===== src/rtl/medfilt_ctrl_pkg.sv =====
// rtl/medfilt_ctrl_pkg.sv - shared types and helpers for the median-filter frame sequencer
//
// Purpose: sequencer state encoding and counter-width helper.
// Ports:   none (package).
package medfilt_ctrl_pkg;

  typedef enum logic [1:0] {
    ST_IDLE     = 2'd0,
    ST_WAIT_SOF = 2'd1,
    ST_PASS     = 2'd2,
    ST_PAD      = 2'd3
  } state_t;

  // Counter width for a count of n positions; never below one bit.
  function automatic int cnt_width(input int n);
    return (n <= 2) ? 1 : $clog2(n);
  endfunction

endpackage


===== src/rtl/medfilt_pos_cnt.sv =====
// rtl/medfilt_pos_cnt.sv - frame position counter (column/row) with wrap flags
//
// Purpose: tracks the frame position of the next downstream beat.
// Ports:
//   clk, rst_n  clock, asynchronous active-low reset
//   i_adv       advance one position (downstream handshake)
//   o_is_sof    position is (0,0)
//   o_is_eol    position is the last column
//   o_is_eof    position is the last column of the last row
module medfilt_pos_cnt
  import medfilt_ctrl_pkg::*;
#(
  parameter int COLS = 20,
  parameter int ROWS = 20
) (
  input  logic clk,
  input  logic rst_n,
  input  logic i_adv,
  output logic o_is_sof,
  output logic o_is_eol,
  output logic o_is_eof
);

  localparam int CW = cnt_width(COLS);
  localparam int RW = cnt_width(ROWS);
  localparam logic [CW-1:0] LP_COL_MAX = CW'(COLS - 1);
  localparam logic [RW-1:0] LP_ROW_MAX = RW'(ROWS - 1);

  logic [CW-1:0] r_col;
  logic [RW-1:0] r_row;

  always_ff @(posedge clk or negedge rst_n) begin
    if (!rst_n) begin
      r_col <= '0;
      r_row <= '0;
    end else if (i_adv) begin
      if (r_col == LP_COL_MAX) begin
        r_col <= '0;
        r_row <= (r_row == LP_ROW_MAX) ? '0 : r_row + 1'b1;
      end else begin
        r_col <= r_col + 1'b1;
      end
    end
  end

  assign o_is_sof = (r_col == '0) && (r_row == '0);
  assign o_is_eol = (r_col == LP_COL_MAX);
  assign o_is_eof = (r_col == LP_COL_MAX) && (r_row == LP_ROW_MAX);

endmodule


===== src/rtl/medfilt_stream_ctrl.sv =====
// rtl/medfilt_stream_ctrl.sv - whole-frame admission sequencer in front of the 3x3 median filter
//
// Purpose: admits whole frames only, regenerates tlast/tuser from its own
// position counter, pads malformed frames with the last good pixel.
// Optional: MEDFILT_CTRL_STATS_EN adds stat_frames / stat_errs counters.
// Ports:
//   clk, rst_n            clock, asynchronous active-low reset
//   ctrl_enable           level request to process frames (sampled at frame end)
//   s_axis_*              upstream stream (tuser = SOF, tlast = EOL)
//   m_axis_*              stream toward the filter, markers from counters
//   busy                  high in PASS or PAD
//   frame_done            one-cycle pulse after the last beat of a frame
//   err_fmt               one-cycle pulse on a framing error
//   stat_frames/stat_errs saturating counters (MEDFILT_CTRL_STATS_EN only)
module medfilt_stream_ctrl
  import medfilt_ctrl_pkg::*;
#(
  parameter int DATA_WIDTH   = 8,
  parameter int FRAME_WIDTH  = 20,
  parameter int FRAME_HEIGHT = 20
) (
  input  logic                  clk,
  input  logic                  rst_n,
  input  logic                  ctrl_enable,
  input  logic                  s_axis_tvalid,
  output logic                  s_axis_tready,
  input  logic [DATA_WIDTH-1:0] s_axis_tdata,
  input  logic                  s_axis_tlast,
  input  logic                  s_axis_tuser,
  output logic                  m_axis_tvalid,
  input  logic                  m_axis_tready,
  output logic [DATA_WIDTH-1:0] m_axis_tdata,
  output logic                  m_axis_tlast,
  output logic                  m_axis_tuser,
  output logic                  busy,
  output logic                  frame_done,
  output logic                  err_fmt
`ifdef MEDFILT_CTRL_STATS_EN
  ,
  output logic [15:0]           stat_frames,
  output logic [15:0]           stat_errs
`endif
);

  state_t                r_state;
  state_t                w_state_nxt;
  state_t                w_after_frame;
  logic [DATA_WIDTH-1:0] r_last_pix;
  logic                  r_frame_done;
  logic                  r_err_fmt;
  logic                  w_hs;
  logic                  w_err;
  logic                  w_frame_end;
  logic                  w_err_take;
  logic                  w_is_sof;
  logic                  w_is_eol;
  logic                  w_is_eof;

  medfilt_pos_cnt #(
    .COLS (FRAME_WIDTH),
    .ROWS (FRAME_HEIGHT)
  ) u_pos (
    .clk      (clk),
    .rst_n    (rst_n),
    .i_adv    (w_hs),
    .o_is_sof (w_is_sof),
    .o_is_eol (w_is_eol),
    .o_is_eof (w_is_eof)
  );

  assign w_hs = m_axis_tvalid & m_axis_tready;

  // A beat is malformed if its tlast disagrees with our column or it claims
  // SOF anywhere other than (0,0).
  assign w_err = s_axis_tvalid &
                 ((s_axis_tlast != w_is_eol) | (s_axis_tuser & ~w_is_sof));

  // ctrl_enable only matters at frame boundaries.
  assign w_after_frame = ctrl_enable ? ST_WAIT_SOF : ST_IDLE;

  always_comb begin
    w_state_nxt   = r_state;
    s_axis_tready = 1'b0;
    m_axis_tvalid = 1'b0;
    m_axis_tdata  = '0;
    w_frame_end   = 1'b0;
    w_err_take    = 1'b0;
    case (r_state)
      ST_IDLE: begin
        if (ctrl_enable) w_state_nxt = ST_WAIT_SOF;
      end
      ST_WAIT_SOF: begin
        m_axis_tdata = s_axis_tdata;
        if (!ctrl_enable) begin
          w_state_nxt = ST_IDLE;
        end else if (!s_axis_tuser) begin
          s_axis_tready = 1'b1;       // pre-SOF junk is drained
        end else if (w_err) begin
          s_axis_tready = 1'b1;       // bad SOF dropped, keep hunting
          w_err_take    = 1'b1;
        end else begin
          m_axis_tvalid = s_axis_tvalid;
          s_axis_tready = m_axis_tready;
          if (s_axis_tvalid && m_axis_tready) w_state_nxt = ST_PASS;
        end
      end
      ST_PASS: begin
        m_axis_tdata = s_axis_tdata;
        if (w_err) begin
          s_axis_tready = 1'b1;
          w_err_take    = 1'b1;
          w_state_nxt   = ST_PAD;
        end else begin
          m_axis_tvalid = s_axis_tvalid;
          s_axis_tready = m_axis_tready;
          if (s_axis_tvalid && m_axis_tready && w_is_eof) begin
            w_frame_end = 1'b1;
            w_state_nxt = w_after_frame;
          end
        end
      end
      ST_PAD: begin
        m_axis_tvalid = 1'b1;
        m_axis_tdata  = r_last_pix;
        if (m_axis_tready && w_is_eof) begin
          w_frame_end = 1'b1;
          w_state_nxt = w_after_frame;
        end
      end
      default: w_state_nxt = ST_IDLE;
    endcase
  end

  always_ff @(posedge clk or negedge rst_n) begin
    if (!rst_n) begin
      r_state      <= ST_IDLE;
      r_last_pix   <= '0;
      r_frame_done <= 1'b0;
      r_err_fmt    <= 1'b0;
    end else begin
      r_state      <= w_state_nxt;
      r_frame_done <= w_frame_end;
      r_err_fmt    <= w_err_take;
      if (w_hs && (r_state != ST_PAD)) r_last_pix <= s_axis_tdata;
    end
  end

  assign m_axis_tlast = w_is_eol;
  assign m_axis_tuser = w_is_sof;
  assign busy         = (r_state == ST_PASS) || (r_state == ST_PAD);
  assign frame_done   = r_frame_done;
  assign err_fmt      = r_err_fmt;

`ifdef MEDFILT_CTRL_STATS_EN
  logic        r_en_d;
  logic [15:0] r_stat_frames;
  logic [15:0] r_stat_errs;

  always_ff @(posedge clk or negedge rst_n) begin
    if (!rst_n) begin
      r_en_d        <= 1'b0;
      r_stat_frames <= '0;
      r_stat_errs   <= '0;
    end else begin
      r_en_d <= ctrl_enable;
      if (r_en_d && !ctrl_enable) begin
        r_stat_frames <= '0;
        r_stat_errs   <= '0;
      end else begin
        if (w_frame_end && (r_stat_frames != 16'hFFFF)) r_stat_frames <= r_stat_frames + 16'd1;
        if (w_err_take && (r_stat_errs != 16'hFFFF)) r_stat_errs <= r_stat_errs + 16'd1;
      end
    end
  end

  assign stat_frames = r_stat_frames;
  assign stat_errs   = r_stat_errs;
`endif

endmodule


===== config.mk =====
export PLATFORM = sky130hd
export DESIGN_NAME = medfilt_stream_ctrl
export DESIGN_NICKNAME = d
export VERILOG_FILES = /design/src/rtl/medfilt_ctrl_pkg.sv /design/src/rtl/medfilt_pos_cnt.sv /design/src/rtl/medfilt_stream_ctrl.sv
export SDC_FILE = /design/constraint.sdc
export NUM_CORES = 1
export LEC_CHECK = 0
export BUFFER_PORTS_ARGS = -buffer_cell sky130_fd_sc_hd__buf_2
export CAP_MARGIN = 5
export CORE_UTILIZATION = 58
export CTS_BUF_LIST = sky130_fd_sc_hd__clkbuf_16
export DETAILED_ROUTE_END_ITERATION = 10
export HOLD_SLACK_MARGIN = 0.15
export PLACE_DENSITY = 0.95
export SETUP_SLACK_MARGIN = 0.3
export SLEW_MARGIN = 0
export SYNTH_ARGS = -nofsm -noshare
export SYNTH_HDL_FRONTEND = slang
export SYNTH_SLANG_ARGS = --single-unit

===== constraint.sdc =====
create_clock -name clk -period 3.85 [get_ports clk]
set_clock_uncertainty 0.2 [all_clocks]
set_input_delay 0.1925 -clock clk [delete_from_list [all_inputs] [get_ports clk]]
set_output_delay 0.1925 -clock clk [all_outputs]
set_load 0.05 [all_outputs]

**Word-level counts from Yosys, hierarchy flattened**

Cells that the tools add are included.

- RAM bits: 0
- Output and inout bits: 15
- Memory bits (read-only): 0
- Bits in latches: 0
- Bits in registers: 22
- Memories: 0
- Bits of input ports: 15

- Eq/ne operators: 13
- Reduce and logical (&&, ||, !) cells: 13
- Divide/modulo/power cells: 0
- Magnitude comparators: 0
- Add/sub/neg operators: 2
- Multiply operators: 0
- Shift-type cells: 0
- Multiplexer cells: 29
- Bitwise operators: 5

Operator list:

| operator | number |
|---|---|
| $mux W2 | 8 |
| $pmux W8 S2 | 1 |
| $mux W1 | 13 |
| $ne A3 B3 Y1 const B | 4 |
| $add A5 B1 Y5 const B | 2 |
| $eq A5 B5 Y1 const B | 2 |
| $logic_not A5 Y1 | 2 |
| $mux W5 | 2 |
| $pmux W2 S4 | 1 |
| $logic_and A1 B1 Y1 | 6 |
| $ne A2 B2 Y1 const B | 3 |
| $pmux W1 S2 | 3 |
| $reduce_and A6 Y1 | 1 |
| $eq A2 B2 Y1 const B | 2 |
| $and A1 B1 Y1 | 3 |
| $pmux W1 S3 | 1 |
| $eq A2 B1 Y1 const B | 1 |
| $logic_not A2 Y1 | 1 |
| $reduce_and A2 Y1 | 1 |
| $reduce_or A2 Y1 | 1 |
| $logic_or A1 B1 Y1 | 1 |
| $ne A1 B1 Y1 | 1 |
| $not A1 Y1 | 1 |
| $or A1 B1 Y1 | 1 |

**Logic depth before layout (Yosys ltp)**

- Word-level depth: 12
- Depth in mapped cells: 9

**Modules after synthesis**

Synthesis repeated with hierarchy kept, for this count alone.

- Cells, all modules: 143
- Area, all modules: 1,406.3 µm²

Modules (own cells, without submodules):

| module | times used | cells each | area an instance (µm²) |
|---|---|---|---|
| medfilt_stream_ctrl | 1 | 82 | 810.8 |
| medfilt_pos_cnt | 1 | 61 | 595.6 |

**Worst setup path after synthesis**

Ideal clock, no wire load.

- Kind: register to register
- From: register u_pos.r_col[0]
- To: register u_pos.r_col[0]
- Library setup time: 128 ps
- Cell stages (with the launch flop): 9
- Required time: 3,522 ps
- Setup slack: 909 ps
- Period minus slack after synthesis: 2,941 ps
- Arrival: 2,614 ps
- Path through: dfrtp_1 ha_1 and4bb_1 buf_2 xnor2_2 a21oi_2 nor3_2 nand2_1 mux2_1

- Elaborated cells between the ends (all ways): 15
- Classes of those cells: 1 x add/sub; 2 x eq/ne; 5 x mux; 5 x bitwise; 2 x reduce/logical

RTL lines:

| item | RTL line | text |
|---|---|---|
| from (decl) | medfilt_pos_cnt.sv:29 | `logic [CW-1:0] r_col;` |
| from (signal assigned) | medfilt_pos_cnt.sv:41 | `r_col <= r_col + 1'b1;` |
| $eq A5 B5 Y1 (*) | medfilt_pos_cnt.sv:47 | `assign o_is_eol = (r_col == LP_COL_MAX);` |
| named net m_axis_tlast | medfilt_stream_ctrl.sv:33 | `output logic m_axis_tlast,` |
| $ne A1 B1 Y1 (*) | medfilt_stream_ctrl.sv:76 | `((s_axis_tlast != w_is_eol) \| (s_axis_tuser & ~w_is_sof));` |
| $or A1 B1 Y1 (*) | medfilt_stream_ctrl.sv:76 |  |
| $and A1 B1 Y1 (*) | medfilt_stream_ctrl.sv:75 | `assign w_err = s_axis_tvalid &` |
| $mux W1 (*) | medfilt_stream_ctrl.sv:98, medfilt_stream_ctrl.sv:109 |  |
| $mux W1 | medfilt_stream_ctrl.sv:96 | `end else if (!s_axis_tuser) begin` |
| $mux W1 | medfilt_stream_ctrl.sv:94 | `if (!ctrl_enable) begin` |
| $pmux W1 S3 (*) | medfilt_stream_ctrl.sv:88 | `case (r_state)` |
| named net m_axis_tvalid | medfilt_stream_ctrl.sv:30 | `output logic m_axis_tvalid,` |
| $and A1 B1 Y1 (*) | medfilt_stream_ctrl.sv:71 | `assign w_hs = m_axis_tvalid & m_axis_tready;` |

The timed path passes the listed nets; every way through them passes the cells marked *.
A chain may end at the register's enable or synchronous reset.

**Worst setup path after layout**

- From: register u_pos.r_col[0]
- To: output s_axis_tready

- Cells in the longest elaborated chain, start to end: 10
- Elaborated cells between the ends (all ways): 12
- Classes of those cells: 2 x eq/ne; 4 x mux; 4 x bitwise; 2 x reduce/logical

RTL lines:

| item | RTL line | text |
|---|---|---|
| $logic_not A5 Y1 | medfilt_pos_cnt.sv:46 | `assign o_is_sof = (r_col == '0) && (r_row == '0);` |
| $logic_and A1 B1 Y1 | medfilt_pos_cnt.sv:46 |  |
| $not A1 Y1 | medfilt_stream_ctrl.sv:76 |  |
| $and A1 B1 Y1 | medfilt_stream_ctrl.sv:76 |  |
| $or A1 B1 Y1 (*) | medfilt_stream_ctrl.sv:76 |  |
| $and A1 B1 Y1 (*) | medfilt_stream_ctrl.sv:75 |  |
| $mux W1 (*) | medfilt_stream_ctrl.sv:98, medfilt_stream_ctrl.sv:109 |  |
| $mux W1 | medfilt_stream_ctrl.sv:96 |  |
| $mux W1 | medfilt_stream_ctrl.sv:94 |  |
| $pmux W1 S2 (*) | medfilt_stream_ctrl.sv:88 |  |
| to (decl) | medfilt_stream_ctrl.sv:26 | `output logic s_axis_tready,` |

Mark *: on every way between the ends. The rest lies on a longest branch, timed or not.

==> results by group <==
Outcome
  • Outcome: finished, final reports clean

Layout
  • Fin util: 79.0%
  • Final nets: 206
  • Most common cell after layout, fill and taps aside: buf_2
  • Fillers: 128
  • Most frequent cells in the layout: 29 x buf_2, 22 x dfrtp_1, 14 x nor2_1
  • Register area: 551 sq um
  • Layout cells sized above 1: 28.7%
  • Area Growth Syn to Fin: 23.5%
  • Final Cell Area: 1810 sq um
  • Area of the multi-input gates: 865 sq um
  • Antenna fix cells: 0

Timing
  • Setup violators final: 0
  • Fmax: 356 MHz
  • Slew Limit Headroom: 54.3%
  • Final TNS setup: 0 ps
  • Worst-margin pin slew: 685 ps
  • Final WS setup: 1040 ps
  • RSZ-0062 raised after global routing: false
  • Fraction of the cycle the final worst path needs: 73.1%
  • Final Critical Period: 2810 ps
  • Final hold violations: 0
  • Max Slew Vio Count: 0

Pwr
  • Pint: 0.000644 W
  • Power per cell area: 641 nW/um^2
  • Worst VDD drop: 673 uV
  • Combinational share of power: 50.2%
  • Clk pwr share: 18.9%
  • Sequential group share of total power: 30.9%
  • Switching share of power: 44.7%
  • Net Switching: 0.000520 W
  • Total power: 0.00116 W
  • Static Leak: 0.932 nW

Worst hold path
  • Hold Crit Class: in2async

Setup path
  • Crit start category: register
  • CP endpoint kind: output pin
  • Worst Path Required: 3460 ps
  • R2r endpoint: r_last_pix[4]
  • FF-to-FF path depth: 6
  • Worst reg2reg path startpoint: u_pos.r_col[0]
  • Crit-path max FO: 7
  • Worst setup path category: reg2out
  • Worst R2R Setup Slack: 1140 ps
  • Worst path arrival time: 2420 ps

Yosys
  • Area contributors post-synth: dfrtp_1 37%, mux2_4 9.2%, ha_1 7.7%
  • Cell taking the most area after synthesis: dfrtp_1
  • Share of the synthesized area in the top cell type: 37.5%
  • Synthesized netlist cell count: 143
  • Synth Register Bits: 22
  • Post-Synthesis Cell Area: 1470 sq um
  • Yosys warns: 0
  • Post-synthesis sequential area ratio: 37.5%
  • Cell variety after synth: 44
  • Post-Syn Area per Cell: 10.3 sq um
  • Syn_nets: 167

Routing
  • DR iter-0 viols: 58
  • TritonRoute pass-1 iters: 4
  • Residual DRC: 0
  • Via-to-Cell Ratio: 6.11
  • Wirelength per Cell: 18.8 microns
  • Antenna-violating nets left: 0
  • Drt total wl: 3.92 mm
  • Routed vias: 1,276

Floorplanning
  • Die area: 2740 sq um
  • Starting Density: 63.9%
  • Core area: 2300 sq um
  • Rows: 17
  • Die X: 52.3 microns
  • IO Pins: 30
  • Die Y: 52.3 microns

CTS
  • TritonCTS clock tree: built
  • Clk_lat worst skew: 260 ps
  • Clock sink count: 22
  • Post-cts resize count: 0
  • Clk buf depth: 2
  • Clock Pin Slew Worst Setup and Hold Paths: 60 ps
  • TritonCTS Buffers: 3
  • Root cell of the clock tree: clkbuf_16
  • Max H-tree Level: 1

Global route
  • Antenna violations before repair: 0
  • Largest net degree at the start of global routing: 23
  • Number of global-route vias before repair: 1,326
  • Gr usage total: 32.0%
  • First-pass GRT wire length: 6.24 mm
  • Total congestion overflow: 0

Placed design
  • DPL Wire Length: 2.50 mm
  • Dpl cell area: 1630 sq um
  • GPL Wtd Cong: 0.864
  • Place WS: 1290 ps
  • PortBufs: 29

Job
  • Max-Cap Viols: 0
## worst max-delay path by stage
stage                              start              to  slack, ps  cells past startpoint
after floorplan           u_pos.r_col[0]  u_pos.r_col[0]        910                      8
after global placement    u_pos.r_col[0]  u_pos.r_row[2]       1370                      7
after detailed placement  u_pos.r_col[0]   r_last_pix[7]       1290                      6
after CTS                 u_pos.r_col[0]   s_axis_tready       1130                      8
after global routing      u_pos.r_col[0]   s_axis_tready        970                      8
final                     u_pos.r_col[0]   s_axis_tready       1040                      8
## per-stage QoR
step | instances | hold slack (ps)
final | 209 | 222
after global routing | 209 | 259
after CTS | 209 | 245
after detailed placement | 194 | -15.7
after global placement | 194 | -20.7
after floorplan | 143 | -303
## synthesized netlist by cell type (all sizes together)
master	n
nand4	1
xnor2	3
nor4	1
o221ai	1
o21bai	1
nor3	4
nor4bb	1
o21ai	3
inv	8
nor2	15
a22oi	8
clkbuf	5
a221oi	1
or4	1
a21oi	6
or3	1
nand2b	1
and3b	1
ha	9
mux2	12
mux2i	1
nand3b	7
and4bb	1
a31oi	2
or2	1
o22ai	2
buf	1
and2	2
dfrtp	22
nand2	10
and3	4
nand3	3
a211o	2
a21o	1
nand4bb	1
## sequential cells by signal (all words and copies together), names as in the netlist
signal,count
frame_done,1
u_pos.r_col,5
err_fmt,1
r_state,2
r_last_pix,8
u_pos.r_row,5
## critical path: stages, from the launching register on
cell and delay (ps):
dfrtp_1 430, ha_1 240, and4bb_1 330, xnor2_2 280, nand2_1 200, a21oi_1 210
o22ai_1 100, and2_1 150, buf_2 200
## repair_timing
action | in CTS | in global routing
setup buffers | 0 | 0
endpoints found under the setup margin | 0 | 0
hold buffers | 11 | 0
hold endpoints to repair | 33 | 0
## power by group through the flow
stage               clock network [W]  registers, W  logic (W)
floorplan                           0      0.000343   0.000442
global placement                    0      0.000348   0.000532
detailed placement                  0      0.000355   0.000558
CTS                          0.000221      0.000352   0.000572
global route                 0.000233      0.000364   0.000619
finish                       0.000220      0.000359   0.000584
## logic make-up after synthesis
group | count (synthesis) | synth area share [%]
simple gates | 55 | 23.4
compound gates | 27 | 13.3
flops | 22 | 37.5
buf+inv | 14 | 3.66
mux | 13 | 12.2
fa+ha+maj | 9 | 7.67
xor+xnor | 3 | 2.30
## layer usage
metal,GRT usage (%),vias to the layer above,wire length [microns]
met5,0,-,0
met4,13.2,0,116
met3,8.99,14,220
met2,55.5,47,2010
met1,36.4,625,1580
li1,-,590,-
## final cells by class
type,instances,area share [%]
repair buffers,40,14.1
flip-flops and latches,22,30.3
inverters,8,1.66
well taps,28,1.93
clock inverters,1,0.207
multi-input cells,107,47.7
clock buffers,3,4.14
No activity file was read; power rests on OpenSTA's default activity.
